$ cat config.mk
export PLATFORM = sky130hd
export DESIGN_NAME = lsu_mem_master
export DESIGN_NICKNAME = d
export VERILOG_FILES = /design/src/rtl/lsu_pkg.sv /design/src/rtl/lsu_lane_align.sv /design/src/rtl/lsu_mem_master.sv
export SDC_FILE = /design/constraint.sdc
export NUM_CORES = 1
export LEC_CHECK = 0
export ABC_CLOCK_PERIOD_IN_PS = 3300
export CORE_UTILIZATION = 27
export DETAILED_ROUTE_END_ITERATION = 10
export SLEW_MARGIN = 20
export SYNTH_ARGS = -nofsm -noshare
export SYNTH_HDL_FRONTEND = slang
export SYNTH_SLANG_ARGS = --single-unit
$ cat constraint.sdc
create_clock -name clk -period 3.3 [get_ports clk]
set_clock_uncertainty 0.15 [all_clocks]
set_input_delay 0.33 -clock clk [delete_from_list [all_inputs] [get_ports clk]]
set_output_delay 0.33 -clock clk [all_outputs]
set_load 0.05 [all_outputs]
$ cat src/rtl/lsu_pkg.sv
// Shared types, funct3 encodings and access-legality check for the LSU memory master.
package lsu_pkg;

  typedef enum logic [1:0] {
    IDLE  = 2'd0,
    READ  = 2'd1,
    WRITE = 2'd2,
    DONE  = 2'd3
  } lsu_state_t;

  localparam logic [2:0] F3_B  = 3'd0;
  localparam logic [2:0] F3_H  = 3'd1;
  localparam logic [2:0] F3_W  = 3'd2;
  localparam logic [2:0] F3_BU = 3'd4;
  localparam logic [2:0] F3_HU = 3'd5;

  localparam logic [1:0] MEM_LS_WORD = 2'b10;

  // Unknown funct3, natural misalignment or an address past the end of RAM.
  function automatic logic access_err(input logic        is_store,
                                      input logic [2:0]  f3,
                                      input logic [31:0] addr,
                                      input logic [31:0] mem_bytes);
    logic bad_f3;
    logic misaligned;
    if (is_store) begin
      bad_f3 = (f3 > F3_W);
    end else begin
      bad_f3 = !(f3 inside {F3_B, F3_H, F3_W, F3_BU, F3_HU});
    end
    case (f3)
      F3_H, F3_HU: misaligned = addr[0];
      F3_W:        misaligned = (addr[1:0] != 2'b00);
      default:     misaligned = 1'b0;
    endcase
    return bad_f3 || misaligned || (addr >= mem_bytes);
  endfunction

endpackage

$ cat src/rtl/lsu_lane_align.sv
// Byte/half lane handling: load extract with sign/zero extension and store merge into a RAM word.
module lsu_lane_align
  import lsu_pkg::*;
(
  input  logic [31:0] word_i,
  input  logic [31:0] wdata_i,
  input  logic [1:0]  lane_i,
  input  logic [2:0]  funct3_i,
  output logic [31:0] load_o,
  output logic [31:0] store_o
);

  logic [7:0]  byte_s;
  logic [15:0] half_s;

  // Load path: select the addressed lane and extend it to 32 bits.
  always_comb begin
    byte_s = word_i[{lane_i, 3'b000} +: 8];
    half_s = word_i[{lane_i[1], 4'b0000} +: 16];
    case (funct3_i)
      F3_B:    load_o = {{24{byte_s[7]}}, byte_s};
      F3_BU:   load_o = {24'h00_0000, byte_s};
      F3_H:    load_o = {{16{half_s[15]}}, half_s};
      F3_HU:   load_o = {16'h0000, half_s};
      default: load_o = word_i;
    endcase
  end

  // Store path: overwrite only the addressed lane, keep the neighbouring bytes.
  always_comb begin
    store_o = word_i;
    case (funct3_i)
      F3_B:    store_o[{lane_i, 3'b000} +: 8]     = wdata_i[7:0];
      F3_H:    store_o[{lane_i[1], 4'b0000} +: 16] = wdata_i[15:0];
      default: store_o = wdata_i;
    endcase
  end

endmodule

$ cat src/rtl/lsu_mem_master.sv
// RV32I load/store sequencer driving a word-wide RAM; sub-word stores are read-modify-write.
module lsu_mem_master
  import lsu_pkg::*;
#(
  parameter int unsigned MEM_BYTES = 256
) (
  input  logic        clk,
  input  logic        reset_n,
  input  logic        req,
  input  logic        is_store,
  input  logic [2:0]  funct3,
  input  logic [31:0] addr,
  input  logic [31:0] wdata,
  output logic        busy,
  output logic        done,
  output logic [31:0] rdata,
  output logic        err,
  output logic        mem_we,
  output logic [31:0] mem_addr,
  output logic [31:0] mem_wData,
  output logic [1:0]  mem_LSControl,
  output logic        mem_SignControl,
  input  logic [31:0] mem_rData
);

  lsu_state_t  state_q, state_d;
  logic        is_store_q, is_store_d;
  logic [2:0]  funct3_q, funct3_d;
  logic [1:0]  lane_q, lane_d;
  logic [31:0] wdata_q, wdata_d;
  logic        busy_q, busy_d;
  logic        done_q, done_d;
  logic        err_q, err_d;
  logic [31:0] rdata_q, rdata_d;
  logic        mem_we_q, mem_we_d;
  logic [31:0] mem_addr_q, mem_addr_d;
  logic [31:0] mem_wdata_q, mem_wdata_d;
  logic [31:0] load_word_s;
  logic [31:0] store_word_s;

  // The RAM read word is consumed directly in READ, so it feeds the aligner unregistered.
  lsu_lane_align u_align (
    .word_i   (mem_rData),
    .wdata_i  (wdata_q),
    .lane_i   (lane_q),
    .funct3_i (funct3_q),
    .load_o   (load_word_s),
    .store_o  (store_word_s)
  );

  // Next-state, request latch and next values of every registered output.
  always_comb begin
    state_d     = state_q;
    is_store_d  = is_store_q;
    funct3_d    = funct3_q;
    lane_d      = lane_q;
    wdata_d     = wdata_q;
    err_d       = 1'b0;
    rdata_d     = rdata_q;
    mem_addr_d  = mem_addr_q;
    mem_wdata_d = mem_wdata_q;
    case (state_q)
      IDLE: begin
        if (req) begin
          is_store_d = is_store;
          funct3_d   = funct3;
          lane_d     = addr[1:0];
          wdata_d    = wdata;
          mem_addr_d = {addr[31:2], 2'b00};
          if (access_err(is_store, funct3, addr, 32'(MEM_BYTES))) begin
            state_d = DONE;
            err_d   = 1'b1;
            rdata_d = 32'h0000_0000;
          end else if (is_store && (funct3 == F3_W)) begin
            state_d     = WRITE;
            mem_wdata_d = wdata;
          end else begin
            state_d = READ;
          end
        end else begin
          state_d = IDLE;
        end
      end
      READ: begin
        if (is_store_q) begin
          state_d     = WRITE;
          mem_wdata_d = store_word_s;
        end else begin
          state_d = DONE;
          rdata_d = load_word_s;
        end
      end
      WRITE:   state_d = DONE;
      DONE:    state_d = IDLE;
      default: state_d = IDLE;
    endcase
    busy_d   = (state_d != IDLE);
    done_d   = (state_d == DONE);
    mem_we_d = (state_d == WRITE);
  end

  // State and output registers; reset aborts any access and drops mem_we at once.
  always_ff @(posedge clk or negedge reset_n) begin
    if (!reset_n) begin
      state_q     <= IDLE;
      is_store_q  <= 1'b0;
      funct3_q    <= 3'd0;
      lane_q      <= 2'd0;
      wdata_q     <= 32'h0000_0000;
      busy_q      <= 1'b0;
      done_q      <= 1'b0;
      err_q       <= 1'b0;
      rdata_q     <= 32'h0000_0000;
      mem_we_q    <= 1'b0;
      mem_addr_q  <= 32'h0000_0000;
      mem_wdata_q <= 32'h0000_0000;
    end else begin
      state_q     <= state_d;
      is_store_q  <= is_store_d;
      funct3_q    <= funct3_d;
      lane_q      <= lane_d;
      wdata_q     <= wdata_d;
      busy_q      <= busy_d;
      done_q      <= done_d;
      err_q       <= err_d;
      rdata_q     <= rdata_d;
      mem_we_q    <= mem_we_d;
      mem_addr_q  <= mem_addr_d;
      mem_wdata_q <= mem_wdata_d;
    end
  end

  assign busy            = busy_q;
  assign done            = done_q;
  assign err             = err_q;
  assign rdata           = rdata_q;
  assign mem_we          = mem_we_q;
  assign mem_addr        = mem_addr_q;
  assign mem_wData       = mem_wdata_q;
  assign mem_LSControl   = MEM_LS_WORD;
  assign mem_SignControl = 1'b0;

endmodule

== After elaboration in Yosys (flattened, before gate mapping) ==
Cells that the tools add are included.

* Shifts and indexed selects: 6
* Add/sub/neg operators: 2
* Multiplexer cells: 27
* Equality and inequality tests: 18
* Magnitude comparators: 2
* Reductions and logical operators: 15

{| class="wikitable"
|+ Operators with widths
! kind !! number
|-
| $mux 32 || 7
|-
| $pmux 32 s2 || 3
|-
| $pmux 32 s4 || 1
|-
| $bwmux 32 || 2
|-
| $ge 32x9->1 const B || 1
|-
| $shift 16x7->32 const A || 1
|-
| $shift 8x7->32 const A || 1
|-
| $shiftx 16x7->32 || 1
|-
| $shiftx 32x6->16 || 1
|-
| $shiftx 32x6->8 || 1
|-
| $shiftx 8x7->32 || 1
|-
| $neg 5->7 || 2
|-
| $eq 3x3->1 const B || 4
|-
| $ne 2x2->1 const B || 6
|-
| $mux 1 || 9
|-
| $eq 2x2->1 const B || 4
|-
| $pmux 2 s4 || 1
|-
| $eq 3x1->1 const B || 2
|-
| $logic_not 3->1 || 2
|-
| $mux 2 || 3
|-
| $reduce_bool 2->1 || 3
|-
| $reduce_and 5->1 || 1
|-
| $reduce_bool 5->1 || 1
|-
| $reduce_and 4->1 || 1
|-
| other kinds (10) || 11
|}

* Register bits after elaboration: 138
* Logic and storage cells: 82
* Output and inout port bits: 103

== Depth between registers and ports, before layout ==
* Word-level depth: 12
* Depth in mapped cells: 10
* Gate-level depth less buffers: 7

== Cells and area by module ==
Synthesis repeated with hierarchy kept, for this count alone.

* Cells, all modules: 754
* Area total of the unflattened synthesis: 7935.1 um^2

{| class="wikitable"
|+ Modules (own cells, without submodules)
! module !! cells each !! instances !! area each (um^2)
|-
| lsu_mem_master || 459 || 1 || 6058.3
|-
| lsu_lane_align || 295 || 1 || 1876.8
|}

== Least setup slack after synthesis ==
No wires, ideal clock.

* Path kind: reg-to-reg
* Start: reg lane_q[1]
* End: reg mem_wdata_q[2] (netlist: mem_wData[2])
* Setup slack: 0.850 ns
* Period minus slack after synthesis: 2.450 ns
* Data required time: 3.025 ns
* Path buffers: 1
* Arrival time: 2.174 ns
* Stages on the path, launching flop included: 9
* Path through: dfrtp_1 -> buf_2 -> inv_2 -> ha_1 -> nor4b_1 -> a211o_1 -> a221oi_1 -> nor2_1 -> mux2_4

* Cells in the longest elaborated chain, start to end: 6
* Elaborated cells on any way between the ends: 11

{| class="wikitable"
|+ RTL lines
! item !! line !! source
|-
| start, declared || lsu_mem_master.sv:29 || <nowiki>logic [1:0] lane_q, lane_d;</nowiki>
|-
| start signal, assigned || lsu_mem_master.sv:121 || <nowiki>lane_q <= lane_d;</nowiki>
|-
| $neg 5->7 (on tied branches) || lsu_lane_align.sv:34, lsu_lane_align.sv:33 ||
|-
| $shiftx 16x7->32, or another cell as far along || lsu_lane_align.sv:34 || <nowiki>F3_H: store_o[{lane_i[1], 4'b0000} +: 16] = wdata_i[15:0];</nowiki>
|-
| $bwmux 32 (on tied branches) || lsu_lane_align.sv:34, lsu_lane_align.sv:33 ||
|-
| $pmux 32 s2 (*) || lsu_lane_align.sv:32 || <nowiki>case (funct3_i)</nowiki>
|-
| $mux 32 (*) || lsu_mem_master.sv:85 || <nowiki>if (is_store_q) begin</nowiki>
|-
| $pmux 32 s2 (*) || lsu_mem_master.sv:62 || <nowiki>case (state_q)</nowiki>
|-
| end signal, assigned || lsu_mem_master.sv:129 || <nowiki>mem_wdata_q <= mem_wdata_d;</nowiki>
|-
| end, declared || lsu_mem_master.sv:37 || <nowiki>logic [31:0] mem_wdata_q, mem_wdata_d;</nowiki>
|}

Every way passes the cells marked *; elsewhere a longest branch is shown, timed or not. The select of a mux whose other input is x is not followed.
A chain may end at the register's enable or synchronous reset.

== Worst setup path after layout ==
* Start: reg lane_q[1]
* End: reg mem_wdata_q[31] (netlist: mem_wData[31])

The elaborated chain is that of the path after synthesis.

==> results_dict.tcl <==
set metrics [dict create \
    status "finished clean" \
    synth-seq-cells 138 \
    layout.nets 976 \
    gr-usage-all-layers 0.176 \
    timing.fmax_mhz 374 \
    multi_input_area_mm2 0.00371 \
    cts_tree "done" \
    fin_cells 1249 \
    dieHeight_um 169 \
    required_ns 3.52 \
    postSynthAreaPerCell_um2 11.1 \
    die_area_mm2 0.0284 \
    rsz0062_at_grt "no" \
    hp-class "in2async" \
    startpoint_type "flop" \
    clock-root-buffer "clkbuf_16" \
    peakVddDrop_mv 0.528 \
    via_per_inst 4.92 \
    maxSlewViolCount 0 \
    clk_latency_ns 0.43 \
    syn_inst 674 \
    grt_pass1_vias 6119 \
    fin_crit_ns 2.67 \
    cts-buffers-inserted 17 \
    path_class "reg2reg" \
    ys_async_sr_fraction 1.00 \
    place_congestion 0.880 \
    synthesis.area_mm2 0.00750 \
    area.growth.synth_to_final_pct 39.9 \
    cp_slowest_cell "nor4bb_1" \
    antenna_found_initial 0 \
    postRouteAntennaNets 0 \
    drive_gt1_frac 0.195 \
    slew-limit-headroom 0.432 \
    fillers 2655 \
    cts_sinks 138 \
    power_mw 11.8 \
    cap_violations 0 \
    synth_warnings 0 \
    cts.reportedPaths.clkPinSlew_ns 0.07 \
    powerDensity_mw_per_mm2 1130 \
    setup_violations 0 \
    grt_pass1_wl_um 37400 \
    diodes 0 \
    fin_ws_ns 0.625 \
    path_buf_inv 2 \
    drc 0 \
    first_iter_violations 498 \
    detailed_place_hpwl_um 18200 \
    ioPinCount 206 \
    pre_cts_slack_ns 0.310 \
    portBuffers 200 \
    path_cells "inv_2 -> ha_1 -> nor4bb_1 -> buf_4 -> a221oi_1 -> a211o_1 -> a21oi_1 -> mux2_4" \
    end_kind "flop" \
    finalWirelength_um 24600 \
    die_x_um 169 \
    leakage_nw 4.32 \
    holdBufCountCts 1 \
    seq_area_mm2 0.00345 \
    clockBufferDepth 2 \
    crit_fanout 11 \
    crit_family "compound AO/OA/AOI/OAI gates" \
    finalHoldViolations 0 \
    grt_max_degree 79 \
    dp.cells 1216 \
    drt-pass1-iter-count 8 \
    synth.distinct_cells 56 \
    core_area_mm2 0.0271 \
    synthFlopType "dfrtp_1" \
    tightest_slew_ns 0.852 \
    start_util 0.277 \
    avgRoutedWirePerCell_um 19.7 \
    dpl_cell_area_mm2 0.00990 \
    min_period_over_period 0.811 \
    worst_ep_arrival_time_ns 2.90 \
    slowest_delay_ns 0.53 \
    post_cts_buffers 0 \
    synth_enable_flop_cells 0 \
    cts_resized 0 \
    overflow 0 \
    fin_tns_setup_ns 0 \
    fin_area_mm2 0.0105 \
    yosysSeqAreaShare 0.460 \
    vias 6147 \
    rows 60 \
    htreeDepth 4 \
]
layer usage:
layer | GRT usage | share of wire | wire length, µm
met1 | 0.242 | 0.45 | 11200
met2 | 0.269 | 0.46 | 11200
met3 | 0.0433 | 0.069 | 1700
met4 | 0.0609 | 0.020 | 481
met5 | 0 | 0 | 0
state kept, by name (all words and copies together), names as in the netlist:
signal,count
lane_q,2
mem_we,1
busy,1
rdata,32
state_q,2
mem_addr,30
mem_wData,32
wdata_q,32
is_store_q,1
funct3_q,3
err,1
done,1
where the power goes:
part | switching (mW) | total, mW | internal (mW)
Combinational | 4.14 | 6.83 | 2.69
Sequential | 0.604 | 3.10 | 2.49
Clock | 0.816 | 1.89 | 1.07
Total | 5.56 | 11.8 | 6.26
area by class of cell:
class / count / area share
Inverter: 19 / 0.00680
Sequential cell: 138 / 0.329
Clock buffer: 18 / 0.0419
Timing Repair Buffer: 219 / 0.211
Clock inverter: 14 / 0.0131
Tap cell: 372 / 0.0444
Multi-Input combinational cell: 469 / 0.354
per-stage QoR:
step | utilization | hold WS (ns)
floorplan | - | -0.116
global placement | 0.365 | 0.226
detailed placement | 0.365 | 0.229
CTS | 0.387 | 0.335
global route | 0.387 | 0.356
finish | 0.387 | 0.312
layout by cell type (no fill, tap or decap), drive strengths merged, types with 2 or more instances in the layout:
cell / instances
o21bai: 2
buf: 19
ha: 9
conb: 5
and4b: 3
nand2b: 10
a211o: 8
nand2: 36
o21ai: 38
nor4b: 2
a221oi: 23
nand4: 2
nor2b: 17
clkbuf: 18
mux2: 104
o22ai: 12
o2bb2ai: 22
nor3: 4
clkdlybuf4s50: 199
a41oi: 8
inv: 25
or3: 8
a21o: 3
clkinvlp: 4
or2: 2
mux2i: 16
and2: 10
o21a: 2
nor2: 62
dfrtp: 138
o221ai: 7
a21oi: 30
nor4: 8
a211oi: 7
clkinv: 3
worst paths after layout:
path	start	end	slack, ns	cells past startpoint
min	reset_n	mem_wData[26]	0.31	2
max reg2reg	lane_q[1]	mem_wData[31]	0.63	8
max	lane_q[1]	mem_wData[31]	0.63	8
max in group asynchronous	reset_n	rdata[27]	1.82	3
min in group clk	rdata[7]	rdata[7]	0.34	1
min reg2reg	rdata[7]	rdata[7]	0.34	1
logic make-up after synthesis:
family | synth area share
buffers and inverters | 0.0464
adders and majority gates | 0.0150
and+or+nand+nor | 0.119
other | 0.00100
DFF | 0.460
muxes | 0.196
AOI/OAI and AO/OA | 0.162
Yosys cell counts (8+ instances only):
| cell type | number | share of area |
|---|---|---|
| mux2_1 | 10 | 0.015 |
| a221oi_1 | 23 | 0.027 |
| nand2_1 | 36 | 0.018 |
| mux2_4 | 30 | 0.060 |
| buf_1 | 8 | 0.0040 |
| o2bb2ai_2 | 10 | 0.020 |
| o2bb2ai_1 | 12 | 0.014 |
| or3_1 | 8 | 0.0067 |
| a21oi_1 | 30 | 0.020 |
| inv_1 | 17 | 0.0085 |
| o22ai_1 | 12 | 0.010 |
| clkbuf_1 | 22 | 0.011 |
| a211o_1 | 8 | 0.0093 |
| mux2i_1 | 16 | 0.021 |
| dfrtp_1 | 138 | 0.46 |
| ha_1 | 9 | 0.015 |
| and2_1 | 10 | 0.0083 |
| nand2b_1 | 10 | 0.0083 |
| mux2_2 | 64 | 0.096 |
| buf_2 | 8 | 0.0053 |
| nor2b_1 | 17 | 0.014 |
| o21ai_0 | 37 | 0.025 |
| nor2_1 | 62 | 0.031 |
(Power assumes the default switching activity.)
